===== src/rtl/alu_uart_frame_bridge_if.sv =====
// Bus between the UART rx/tx cores, the ALU and the frame bridge.
// The bridge connects through the slave modport and its environment through master.
interface alu_uart_frame_bridge_if #(
  parameter int DATA_W = 16,
  parameter int OP_W   = 6
);
  logic [7:0]        rx_data;
  logic              rx_done;
  logic              tx_done;
  logic [DATA_W-1:0] alu_res;
  logic              tx_start;
  logic [7:0]        tx_data;
  logic [DATA_W-1:0] alu_a;
  logic [DATA_W-1:0] alu_b;
  logic [OP_W-1:0]   alu_op;
  logic              busy;
  logic              frame_done;
  logic              frame_err;
  logic              rx_ovr;

  modport master (
    output rx_data, rx_done, tx_done, alu_res,
    input  tx_start, tx_data, alu_a, alu_b, alu_op, busy, frame_done, frame_err, rx_ovr
  );

  modport slave (
    input  rx_data, rx_done, tx_done, alu_res,
    output tx_start, tx_data, alu_a, alu_b, alu_op, busy, frame_done, frame_err, rx_ovr
  );
endinterface


===== src/rtl/alu_uart_frame_bridge.sv =====
// Collects little-endian operands A, B and an opcode from the rx byte stream, issues them
// to the ALU in one cycle, then returns the result LSB byte first through tx.
module alu_uart_frame_bridge #(
  parameter int DATA_W  = 16,
  parameter int OP_W    = 6,
  parameter int ALU_LAT = 1,
  parameter int TIMEOUT = 50000
) (
  input logic                    clk,
  input logic                    reset,
  alu_uart_frame_bridge_if.slave bus
);
  localparam int NB = DATA_W / 8;
  localparam int CW = (NB > 1) ? $clog2(NB) : 1;
  localparam int LW = (ALU_LAT > 1) ? $clog2(ALU_LAT) : 1;
  localparam int TW = (TIMEOUT > 0) ? $clog2(TIMEOUT + 1) : 1;
  localparam logic [CW-1:0] BYTE_LAST = CW'(NB - 1);
  localparam logic [LW-1:0] LAT_LAST  = LW'(ALU_LAT - 1);
  localparam logic [TW-1:0] TMO_LAST  = TW'((TIMEOUT > 0) ? (TIMEOUT - 1) : 0);
  localparam logic          TMO_EN    = (TIMEOUT > 0);

  typedef enum logic [2:0] {RX_A, RX_B, RX_OP, EXEC, TX_SEND, TX_WAIT} state_e;

  state_e            state_q, state_d;
  logic [CW-1:0]     byte_cnt_q, byte_cnt_d;
  logic [LW-1:0]     lat_cnt_q, lat_cnt_d;
  logic [TW-1:0]     tmo_cnt_q, tmo_cnt_d;
  logic [DATA_W-1:0] shadow_a_q, shadow_a_d;
  logic [DATA_W-1:0] shadow_b_q, shadow_b_d;
  logic [DATA_W-1:0] res_q, res_d;
  logic [DATA_W-1:0] alu_a_q, alu_a_d;
  logic [DATA_W-1:0] alu_b_q, alu_b_d;
  logic [OP_W-1:0]   alu_op_q, alu_op_d;
  logic              tx_start_q, tx_start_d;
  logic [7:0]        tx_data_q, tx_data_d;
  logic              busy_q, busy_d;
  logic              frame_done_q, frame_done_d;
  logic              frame_err_q, frame_err_d;
  logic              rx_ovr_q, rx_ovr_d;
  logic              tmo_active_s;
  logic              tmo_hit_s;

  // Next-state and next-output computation for the framing FSM.
  always_comb begin
    state_d      = state_q;
    byte_cnt_d   = byte_cnt_q;
    lat_cnt_d    = lat_cnt_q;
    shadow_a_d   = shadow_a_q;
    shadow_b_d   = shadow_b_q;
    res_d        = res_q;
    alu_a_d      = alu_a_q;
    alu_b_d      = alu_b_q;
    alu_op_d     = alu_op_q;
    tx_start_d   = 1'b0;
    tx_data_d    = tx_data_q;
    frame_done_d = 1'b0;
    frame_err_d  = 1'b0;

    // The idle timer only runs once a frame has started; an accepted byte always wins over expiry.
    tmo_active_s = ((state_q == RX_A) && (byte_cnt_q != '0)) || (state_q == RX_B) || (state_q == RX_OP);
    tmo_hit_s    = TMO_EN && tmo_active_s && !bus.rx_done && (tmo_cnt_q == TMO_LAST);
    if (TMO_EN && tmo_active_s && !bus.rx_done) begin
      tmo_cnt_d = tmo_cnt_q + 1'b1;
    end else begin
      tmo_cnt_d = '0;
    end

    if (tmo_hit_s) begin
      state_d     = RX_A;
      byte_cnt_d  = '0;
      tmo_cnt_d   = '0;
      shadow_a_d  = '0;
      shadow_b_d  = '0;
      frame_err_d = 1'b1;
    end else begin
      case (state_q)
        RX_A, RX_B: begin
          if (bus.rx_done) begin
            if (state_q == RX_A) begin
              shadow_a_d[8*byte_cnt_q +: 8] = bus.rx_data;
            end else begin
              shadow_b_d[8*byte_cnt_q +: 8] = bus.rx_data;
            end
            if (byte_cnt_q == BYTE_LAST) begin
              byte_cnt_d = '0;
              state_d    = (state_q == RX_A) ? RX_B : RX_OP;
            end else begin
              byte_cnt_d = byte_cnt_q + 1'b1;
            end
          end else begin
            byte_cnt_d = byte_cnt_q;
          end
        end
        RX_OP: begin
          if (bus.rx_done) begin
            alu_a_d   = shadow_a_q;
            alu_b_d   = shadow_b_q;
            alu_op_d  = bus.rx_data[OP_W-1:0];
            lat_cnt_d = '0;
            state_d   = EXEC;
          end else begin
            state_d = RX_OP;
          end
        end
        EXEC: begin
          if (lat_cnt_q == LAT_LAST) begin
            state_d = TX_SEND;
          end else begin
            lat_cnt_d = lat_cnt_q + 1'b1;
          end
        end
        TX_SEND: begin
          // The ALU result is valid from this cycle on; keep a copy for the later bytes.
          res_d      = bus.alu_res;
          tx_data_d  = bus.alu_res[7:0];
          tx_start_d = 1'b1;
          byte_cnt_d = '0;
          state_d    = TX_WAIT;
        end
        TX_WAIT: begin
          if (bus.tx_done) begin
            if (byte_cnt_q == BYTE_LAST) begin
              byte_cnt_d   = '0;
              frame_done_d = 1'b1;
              state_d      = RX_A;
            end else begin
              byte_cnt_d = byte_cnt_q + 1'b1;
              tx_data_d  = res_q[8*byte_cnt_d +: 8];
              tx_start_d = 1'b1;
            end
          end else begin
            state_d = TX_WAIT;
          end
        end
        default: begin
          state_d    = RX_A;
          byte_cnt_d = '0;
        end
      endcase
    end

    busy_d   = (state_d == EXEC) || (state_d == TX_SEND) || (state_d == TX_WAIT);
    rx_ovr_d = bus.rx_done && busy_q;
  end

  // State and registered outputs; reset clears everything immediately.
  always_ff @(posedge clk or posedge reset) begin
    if (reset) begin
      state_q      <= RX_A;
      byte_cnt_q   <= '0;
      lat_cnt_q    <= '0;
      tmo_cnt_q    <= '0;
      shadow_a_q   <= '0;
      shadow_b_q   <= '0;
      res_q        <= '0;
      alu_a_q      <= '0;
      alu_b_q      <= '0;
      alu_op_q     <= '0;
      tx_start_q   <= 1'b0;
      tx_data_q    <= 8'h00;
      busy_q       <= 1'b0;
      frame_done_q <= 1'b0;
      frame_err_q  <= 1'b0;
      rx_ovr_q     <= 1'b0;
    end else begin
      state_q      <= state_d;
      byte_cnt_q   <= byte_cnt_d;
      lat_cnt_q    <= lat_cnt_d;
      tmo_cnt_q    <= tmo_cnt_d;
      shadow_a_q   <= shadow_a_d;
      shadow_b_q   <= shadow_b_d;
      res_q        <= res_d;
      alu_a_q      <= alu_a_d;
      alu_b_q      <= alu_b_d;
      alu_op_q     <= alu_op_d;
      tx_start_q   <= tx_start_d;
      tx_data_q    <= tx_data_d;
      busy_q       <= busy_d;
      frame_done_q <= frame_done_d;
      frame_err_q  <= frame_err_d;
      rx_ovr_q     <= rx_ovr_d;
    end
  end

  assign bus.tx_start   = tx_start_q;
  assign bus.tx_data    = tx_data_q;
  assign bus.alu_a      = alu_a_q;
  assign bus.alu_b      = alu_b_q;
  assign bus.alu_op     = alu_op_q;
  assign bus.busy       = busy_q;
  assign bus.frame_done = frame_done_q;
  assign bus.frame_err  = frame_err_q;
  assign bus.rx_ovr     = rx_ovr_q;
endmodule


===== src/flat_wrapper.sv =====
// flat-port wrapper written by rule: the top's interface ports become plain ports
module alu_uart_frame_bridge_flat 
#(
  parameter int DATA_W  = 16,
  parameter int OP_W    = 6,
  parameter int ALU_LAT = 1,
  parameter int TIMEOUT = 50000
)
  (clk, reset, bus_rx_data, bus_rx_done, bus_tx_done, bus_alu_res, bus_tx_start, bus_tx_data, bus_alu_a, bus_alu_b, bus_alu_op, bus_busy, bus_frame_done, bus_frame_err, bus_rx_ovr);
  alu_uart_frame_bridge_if #(.DATA_W(DATA_W), .OP_W(OP_W)) bus_i ();
  input logic clk;
  input logic reset;
  input wire logic [$bits(bus_i.rx_data)-1:0] bus_rx_data;
  input wire logic [$bits(bus_i.rx_done)-1:0] bus_rx_done;
  input wire logic [$bits(bus_i.tx_done)-1:0] bus_tx_done;
  input wire logic [$bits(bus_i.alu_res)-1:0] bus_alu_res;
  output wire logic [$bits(bus_i.tx_start)-1:0] bus_tx_start;
  output wire logic [$bits(bus_i.tx_data)-1:0] bus_tx_data;
  output wire logic [$bits(bus_i.alu_a)-1:0] bus_alu_a;
  output wire logic [$bits(bus_i.alu_b)-1:0] bus_alu_b;
  output wire logic [$bits(bus_i.alu_op)-1:0] bus_alu_op;
  output wire logic [$bits(bus_i.busy)-1:0] bus_busy;
  output wire logic [$bits(bus_i.frame_done)-1:0] bus_frame_done;
  output wire logic [$bits(bus_i.frame_err)-1:0] bus_frame_err;
  output wire logic [$bits(bus_i.rx_ovr)-1:0] bus_rx_ovr;
  assign bus_i.rx_data = bus_rx_data;
  assign bus_i.rx_done = bus_rx_done;
  assign bus_i.tx_done = bus_tx_done;
  assign bus_i.alu_res = bus_alu_res;
  assign bus_tx_start = bus_i.tx_start;
  assign bus_tx_data = bus_i.tx_data;
  assign bus_alu_a = bus_i.alu_a;
  assign bus_alu_b = bus_i.alu_b;
  assign bus_alu_op = bus_i.alu_op;
  assign bus_busy = bus_i.busy;
  assign bus_frame_done = bus_i.frame_done;
  assign bus_frame_err = bus_i.frame_err;
  assign bus_rx_ovr = bus_i.rx_ovr;
  alu_uart_frame_bridge #(.DATA_W(DATA_W), .OP_W(OP_W), .ALU_LAT(ALU_LAT), .TIMEOUT(TIMEOUT)) u_core (.clk(clk), .reset(reset), .bus(bus_i));
endmodule

===== config.mk =====
export PLATFORM = sky130hd
export DESIGN_NAME = alu_uart_frame_bridge_flat
export DESIGN_NICKNAME = d
export VERILOG_FILES = /design/src/rtl/alu_uart_frame_bridge_if.sv /design/src/rtl/alu_uart_frame_bridge.sv /design/src/flat_wrapper.sv
export SDC_FILE = /design/constraint.sdc
export NUM_CORES = 1
export LEC_CHECK = 0
export CORE_MARGIN = 3
export CORE_UTILIZATION = 45
export DETAILED_ROUTE_END_ITERATION = 7
export PLACE_DENSITY = 0.69
export SYNTH_ARGS = -nofsm -noshare
export SYNTH_HDL_FRONTEND = slang
export SYNTH_SLANG_ARGS = --single-unit

===== constraint.sdc =====
create_clock -name clk -period 5.1 [get_ports clk]
set_input_delay 0.51 -clock clk [delete_from_list [all_inputs] [get_ports clk]]
set_output_delay 0.51 -clock clk [all_outputs]
set_load 0.05 [all_outputs]

==> impl_metrics.toml, run 1 <==
[yosys]
synth_common_cells = "dfrtp_1, nor2_1, mux2_2"
ys_top_cells_by_area = "dfrtp_1, mux2_2, mux2i_1"
async_reset_ff_frac = 1.00
synth_top_cell_by_area = "dfrtp_1"
netlist_instances = 411
yosysSeqAreaShare = 0.580
netlist.area_leader.share = 0.580
synth.most_common_cell = "dfrtp_1"
synth-edff-count = 0
syn_area_sq_um = 5130
yosys_register_bits = 119
syn_avg_cell_area_sq_um = 12.5
synth_nets = 440
synth_flop_cell = "dfrtp_1"
synth.distinct_cells = 47
ys_warn_count = 0

[min_path]
hold_depth = 1
hold_path_class = "register to register"

[routing]
drt_iter0_markers = 78
route.detailed.drc = 0
avgRoutedWirePerCell_um = 15.7
drt-total-wl_um = 10100
firstDrtPassIters = 4
routed_via_density = 5.12
vias = 3298
ant_nets = 0

[floorplanning]
num_rows = 38
dieArea_sq_um = 12700
top_level_ports = 79
die_w_um = 113
die_h_um = 113
coreArea_sq_um = 11000
start_util = 0.467

[power_and_ir_drop]
power.total_mw = 4.47
switching_share = 0.380
power_density_nw_per_um2 = 683
comb_power_share = 0.381
p_int_mw = 2.77
seqPwrFrac = 0.358
p_switching_mw = 1.70
ir_drop_v = 0.000332
p_clk_frac = 0.261
power.leakage_nw = 2.96

[worst_setup_path]
critPathLaunchType = "input pin"
worstPathMaxFanout = 39
worstPathRequired_ps = 5390
rr_worst_depth = 3
worstSetupPathType = "input pin to register"
critPathArrivalTime_ps = 2960
cp-end-kind = "register"
worst-r2r-setup-slack_ps = 2640

[clock_tree]
clk_pin_slew_worst_paths_ps = 50
numCtsBuffers = 17
postCtsSetupBuffers = 0
cts_hold_buffers = 0
cts_tree = "built"
ctsHtreeMaxLevel = 4
clkSinkCount = 119
clk_latency_ps = 410
clk_path_buf_depth = 2
cts_resized = 0
cts-root-buf = "clkbuf_16"

[grt]
grt_antenna_before_repair = 0
grt_usage = 0.168
gr-total-overflow = 0
grt_pass1_wl_um = 16800
grt_pass1_vias = 3263
grt_start_max_net_pins = 86

[layout]
fin_nets = 520
synthToLayoutAreaGrowth_pct = 27.6
finalNonFillerCells = 644
fillCellCount = 899
n_antenna_cell = 0
drive_above_1_share = 0.202
fin_util = 0.596

[placed_design]
portBuffers = 78
post-place-cells = 612
place_congestion = 0.764
hpwl_um = 6600

[timing]
rsz0062_at_grt = "false"
min_period_over_period = 0.524
hold_violations = 0
fmax_mhz = 374
drv_slew = 0
period_minus_slack_ps = 2670
slew_headroom = 0.323
fin_skew_ps = 8.26
finalSetupViolations = 0
final.setup.tns_ps = 0
worst_pin_slew_ps = 1020

[outcome]
status = "finished, final reports clean"

[job]
drv_cap = 0
==> path summary, 6_finish.rpt <==
path                                     start                  end
setup / recovery                   bus_rx_done  u_core.bus.alu_b[1]
hold / removal             u_core.tmo_cnt_q[0]  u_core.tmo_cnt_q[0]
setup reg to reg             u_core.state_q[0]  u_core.bus.alu_b[1]
hold reg to reg            u_core.tmo_cnt_q[0]  u_core.tmo_cnt_q[0]
max in group asynchronous                reset  u_core.bus.alu_b[9]
min in group asynchronous                reset  u_core.bus.alu_a[4]
==> flip-flops by register name, indices dropped and copies added, names as in the netlist, 3 cells and up <==
register            flops
u_core.bus.alu_a       16
u_core.bus.alu_b       16
u_core.res_q           16
u_core.shadow_a_q      16
u_core.shadow_b_q      16
u_core.tmo_cnt_q       16
u_core.bus.tx_data      8
u_core.bus.alu_op       6
u_core.state_q          3
==> critical path, stage by stage <==
cell             delay (ps)
clkdlybuf4s50_1         660
nor2b_1                 610
and3b_4                 740
mux2_2                  420
==> stage by stage <==
step           setup slack, ps  instance area [sq um]  hold WS (ps)
2_1_floorplan             1430                   5130           444
3_3_place_gp              2090                   5950           466
3_5_place_dp              1990                   5950           470
4_1_cts                   2430                   6550           476
5_1_grt                   2220                   6550           510
6_report                  2430                   6550           482
==> logic make-up after synthesis <==
| family | count (synthesis) | synth area share |
|---|---|---|
| simple gates | 130 | 0.133 |
| mux | 86 | 0.187 |
| flops | 119 | 0.580 |
| compound gates | 35 | 0.0388 |
| buf+inv | 26 | 0.0339 |
| xor+xnor | 14 | 0.0239 |
| fa+ha+maj | 1 | 0.00244 |
==> layout by cell type (no fill, tap or decap), types with 8 or more instances in the layout <==
cell,netlist,layout
a21oi_1,17,17
clkbuf_16,0,17
clkdlybuf4s50_1,0,78
dfrtp_1,119,119
mux2_2,45,45
mux2_4,9,9
mux2i_1,32,32
nand2_1,24,24
nand3_1,11,11
nor2_1,54,54
o21ai_0,8,8
xnor2_1,11,11
==> routing by layer <==
layer	up-vias	GRT usage	part of all wire	wire, um
met1	1645	0.232	0.47	4740
met3	14	0.0444	0.035	350
met4	0	0.0625	0.015	151
met2	55	0.257	0.48	4890
met5	-	0	0	0
li1	1584	-	-	-
==> cell type report <==
| type | instances | area [sq um] | area share |
|---|---|---|---|
| Sequential cell | 119 | 2980 | 0.455 |
| Multi-Input combinational cell | 266 | 1980 | 0.303 |
| Timing Repair Buffer | 79 | 788 | 0.120 |
| Clock buffer | 20 | 467 | 0.0713 |
| Tap cell | 140 | 175 | 0.0268 |
| Clock inverter | 12 | 126 | 0.0193 |
| Inverter | 8 | 32.5 | 0.00497 |
==> power by group through the flow <==
stage | combinational [mW] | clock (mW) | sequential [mW]
after global routing | 1.81 | 1.23 | 1.66
after detailed placement | 1.71 | 0 | 1.61
final | 1.70 | 1.17 | 1.60
after global placement | 1.68 | 0 | 1.60
after floorplan | 0.727 | 0 | 2.09
after CTS | 1.72 | 1.19 | 1.60
Power figures use the tool's default switching activity.
==> run 2: changes to the inputs <==
==> constraint.sdc (replaced) <==
create_clock -name clk -period 2.5 [get_ports clk]
set_input_delay 0.25 -clock clk [delete_from_list [all_inputs] [get_ports clk]]
set_output_delay 0.25 -clock clk [all_outputs]
set_load 0.05 [all_outputs]
==> impl_metrics.toml, run 2 (synthesized netlist as in run 1, its figures left out) <==
[outcome]
status = "finished, final reports clean"

[layout]
fillCellCount = 923
synthToLayoutAreaGrowth_pct = 29.9
fin_nets = 527
n_antenna_cell = 0
final_common_cell = "dfrtp_1"
most-common-layout-cells = "dfrtp_1, clkdlybuf4s50_1, nor2_1"
drive_above_1_share = 0.213

[grt]
grt_antenna_before_repair = 0
gr-total-overflow = 0
grt_usage = 0.178
grt_start_max_net_pins = 72
grt_pass1_vias = 3433
grt_pass1_wl_um = 17600

[power_and_ir_drop]
power.leakage_nw = 3.02
ir_drop_v = 0.000695
power_density_nw_per_um2 = 1390
power.total_mw = 9.30

[worst_setup_path]
critPathArrivalTime_ps = 2170
critPathLaunchType = "register"
worst-r2r-setup-slack_ps = 610
worstPathRequired_ps = 2780
reg2reg_from = "u_core.state_q[0]"
rr_worst_depth = 4
r2r-end = "u_core.bus.alu_b[5]"
worstSetupPathType = "register to register"
cp-end-kind = "register"
worstPathMaxFanout = 18

[timing]
fin_skew_ps = 8.39
hold_violations = 0
rsz0062_at_grt = "false"
finalSetupViolations = 0
slew_headroom = 0.660
period_minus_slack_ps = 1890
drv_slew = 0
fmax_mhz = 529
whs_ps = 200
min_period_over_period = 0.756
worst_pin_slew_ps = 508
final.setup.tns_ps = 0

[floorplanning]
start_util = 0.467
die_w_um = 113
num_rows = 38
dieArea_sq_um = 12700
die_h_um = 113
coreArea_sq_um = 11000
top_level_ports = 79

[routing]
ant_nets = 0
avgRoutedWirePerCell_um = 15.9
route.detailed.drc = 0
drt_iter0_markers = 182
drt-total-wl_um = 10400
firstDrtPassIters = 4
vias = 3345
routed_via_density = 5.14

[clock_tree]
cts_hold_buffers = 0
numCtsBuffers = 17
cts_tree = "built"
clk_path_buf_depth = 2
postCtsSetupBuffers = 0
clk_latency_ps = 410
clkSinkCount = 119
cts-root-buf = "clkbuf_16"
clk_pin_slew_worst_paths_ps = 60
ctsHtreeMaxLevel = 4
cts_resized = 0

[min_path]
hold_path_class = "input pin to async pin"

[placed_design]
place_congestion = 0.754
hpwl_um = 6970
portBuffers = 78

[job]
drv_cap = 0
## run 2: changes by cell type in the layout (fill, tap and decap cells not counted), sizes merged
cell,before,now
clkbuf,20,19
buf,1,8
inv,8,11
clkinv,5,4
bufinv,2,3
clkinvlp,5,3
## run 2: power by group
group	internal [mW]	total, mW	switching [mW]
Sequential	2.71	3.23	0.525
Clock	1.63	2.51	0.881
Combinational	1.44	3.55	2.11
Total	5.78	9.30	3.52
## run 2: metal layers
| layer | GRT usage | share of wire | up-vias |
|---|---|---|---|
| met5 | 0 | 0 | - |
| met4 | 0.0561 | 0.0091 | 0 |
| met3 | 0.0610 | 0.042 | 5 |
| met2 | 0.280 | 0.50 | 64 |
| met1 | 0.233 | 0.45 | 1678 |
| li1 | - | - | 1598 |
## run 2: cell type report
type / instances / area [sq um] / share of cell area
well taps: 140 / 175 / 0.0263
clock inverters: 13 / 168 / 0.0252
repair buffers: 86 / 878 / 0.132
multi-input cells: 266 / 1980 / 0.297
clock buffers: 19 / 453 / 0.0679
flip-flops and latches: 119 / 2980 / 0.447
inverters: 8 / 33.8 / 0.00507
## run 2: worst max-delay path by stage
stage	startpoint	to	slack, ps	cells past startpoint
4_1_cts	u_core.state_q[0]	u_core.bus.alu_b[5]	600	4
3_5_place_dp	bus_rx_done	u_core.bus.alu_b[5]	440	5
6_report	u_core.state_q[0]	u_core.bus.alu_b[5]	610	4
5_1_grt	u_core.state_q[2]	u_core.shadow_b_q[1]	500	4
2_1_floorplan	reset	u_core.bus.alu_a[0]	790	1
3_3_place_gp	bus_rx_done	u_core.bus.alu_b[13]	470	5
## run 2: critical path, stage by stage (launching register included)
cell and delay (ps):
dfrtp_1 560, nor2b_1 230, and3b_4 440, buf_12 190
mux2_2 340
## run 2: per-stage QoR
stage	std cells	area, sq um	setup slack [ps]	utilization
floorplan	411	5140	795	-
global placement	619	6050	470	0.550
global route	651	6670	503	0.607
detailed placement	619	6050	435	0.550
finish	651	6670	610	0.607
CTS	651	6670	597	0.607
==> run 3: changes to the inputs <==
==> constraint.sdc (replaced) <==
create_clock -name clk -period 1.84 [get_ports clk]
set_input_delay 0.184 -clock clk [delete_from_list [all_inputs] [get_ports clk]]
set_output_delay 0.184 -clock clk [all_outputs]
set_load 0.05 [all_outputs]
==> impl_metrics.toml, run 3 (synthesized netlist as in run 1, its figures left out) <==
[layout]
n_antenna_cell = 0
fin_util = 0.612
drive_above_1_share = 0.225
synthToLayoutAreaGrowth_pct = 31.0
multiInputGateArea_sq_um = 1980
fillCellCount = 887
final_common_cell = "dfrtp_1"
fin_nets = 536
most-common-layout-cells = "dfrtp_1, clkdlybuf4s50_1, nor2_1"
register_area_sq_um = 2980

[routing]
drt-total-wl_um = 10600
firstDrtPassIters = 4
routed_via_density = 5.08
vias = 3355
avgRoutedWirePerCell_um = 16.1
route.detailed.drc = 0
drt_iter0_markers = 126
ant_nets = 0

[placed_design]
place_ws_ps = 33.1
portBuffers = 78
hpwl_um = 7220
place_congestion = 0.780

[timing]
fin_ws_ps = 59.4
rsz0062_at_grt = "false"
slew_headroom = 0.581
hold_violations = 0
worst_pin_slew_ps = 627
finalSetupViolations = 0
drv_slew = 0
period_minus_slack_ps = 1780
fin_skew_ps = 8.17
whs_ps = 214
min_period_over_period = 0.968
fmax_mhz = 562
final.setup.tns_ps = 0

[clock_tree]
clk_pin_slew_worst_paths_ps = 60
numCtsBuffers = 17
cts_resized = 0
clkSinkCount = 119
clk_path_buf_depth = 2
clk_latency_ps = 400
cts_tree = "built"
cts-root-buf = "clkbuf_16"
postCtsSetupBuffers = 0
ctsHtreeMaxLevel = 4
cts_hold_buffers = 0

[grt]
grt_pass1_wl_um = 18200
grt_usage = 0.181
gr-total-overflow = 0
grt_start_max_net_pins = 37
grt_pass1_vias = 3577
grt_antenna_before_repair = 0

[floorplanning]
top_level_ports = 79
die_w_um = 113
coreArea_sq_um = 11000
dieArea_sq_um = 12700
start_util = 0.467
die_h_um = 113
num_rows = 38

[worst_setup_path]
cp_cell_sequence = "clkdlybuf4s50_1"
worst-r2r-setup-slack_ps = 180
crit_family = "buffers and inverters"
max_stage_delay_ps = 820
worstPathRequired_ps = 1660
worstSetupPathType = "register to output port"
worstPathMaxFanout = 2
critPathArrivalTime_ps = 1600
crit_slowest_cell = "clkdlybuf4s50_1"
path_buf_inv = 1
critPathLaunchType = "register"
cp-end-kind = "output port"

[min_path]
hold_path_class = "input pin to async pin"

[power_and_ir_drop]
ir_drop_v = 0.00103
power.leakage_nw = 3.09
power_density_nw_per_um2 = 1840

[job]
drv_cap = 0

[outcome]
status = "finished, final reports clean"
run 3: layer usage:
metal  GRT usage  vias to the layer above  wire, um
met4      0.0481                        0        70
met3      0.0572                        4       330
li1            -                     1618         -
met5           0                        -         0
met1       0.247                     1676      5040
met2       0.281                       57      5180
run 3: final timing paths:
kind                                      from                   to  depth (start not counted)
min in group clk               bus_alu_res[15]     u_core.res_q[15]                          2
max in group asynchronous                reset      u_core.bus.busy                          3
max                        u_core.bus.alu_a[9]         bus_alu_a[9]                          1
max reg2reg                  u_core.state_q[1]  u_core.tmo_cnt_q[4]                          4
min                                      reset  u_core.bus.alu_a[3]                          2
min reg2reg                u_core.tmo_cnt_q[0]  u_core.tmo_cnt_q[0]                          1
run 3: per-stage QoR:
step	cells	area [sq um]	power, mW
floorplan	411	5140	7.81
global placement	628	6160	9.25
detailed placement	628	6160	9.40
CTS	660	6710	12.5
global route	660	6720	13.1
finish	660	6720	12.4
run 3: final cells by class:
class	count	area share
inverter	8	0.00503
sequential	119	0.443
clock inverter	13	0.0160
timing repair buffer	95	0.149
multi-input combinational	266	0.295
clock buffer	19	0.0659
tap	140	0.0261
run 3: power by group:
group | internal, mW | switching (mW) | total, mW
logic | 2.03 | 2.96 | 5.00
clock network | 1.88 | 1.17 | 3.04
registers | 3.68 | 0.645 | 4.33
total | 7.59 | 4.78 | 12.4
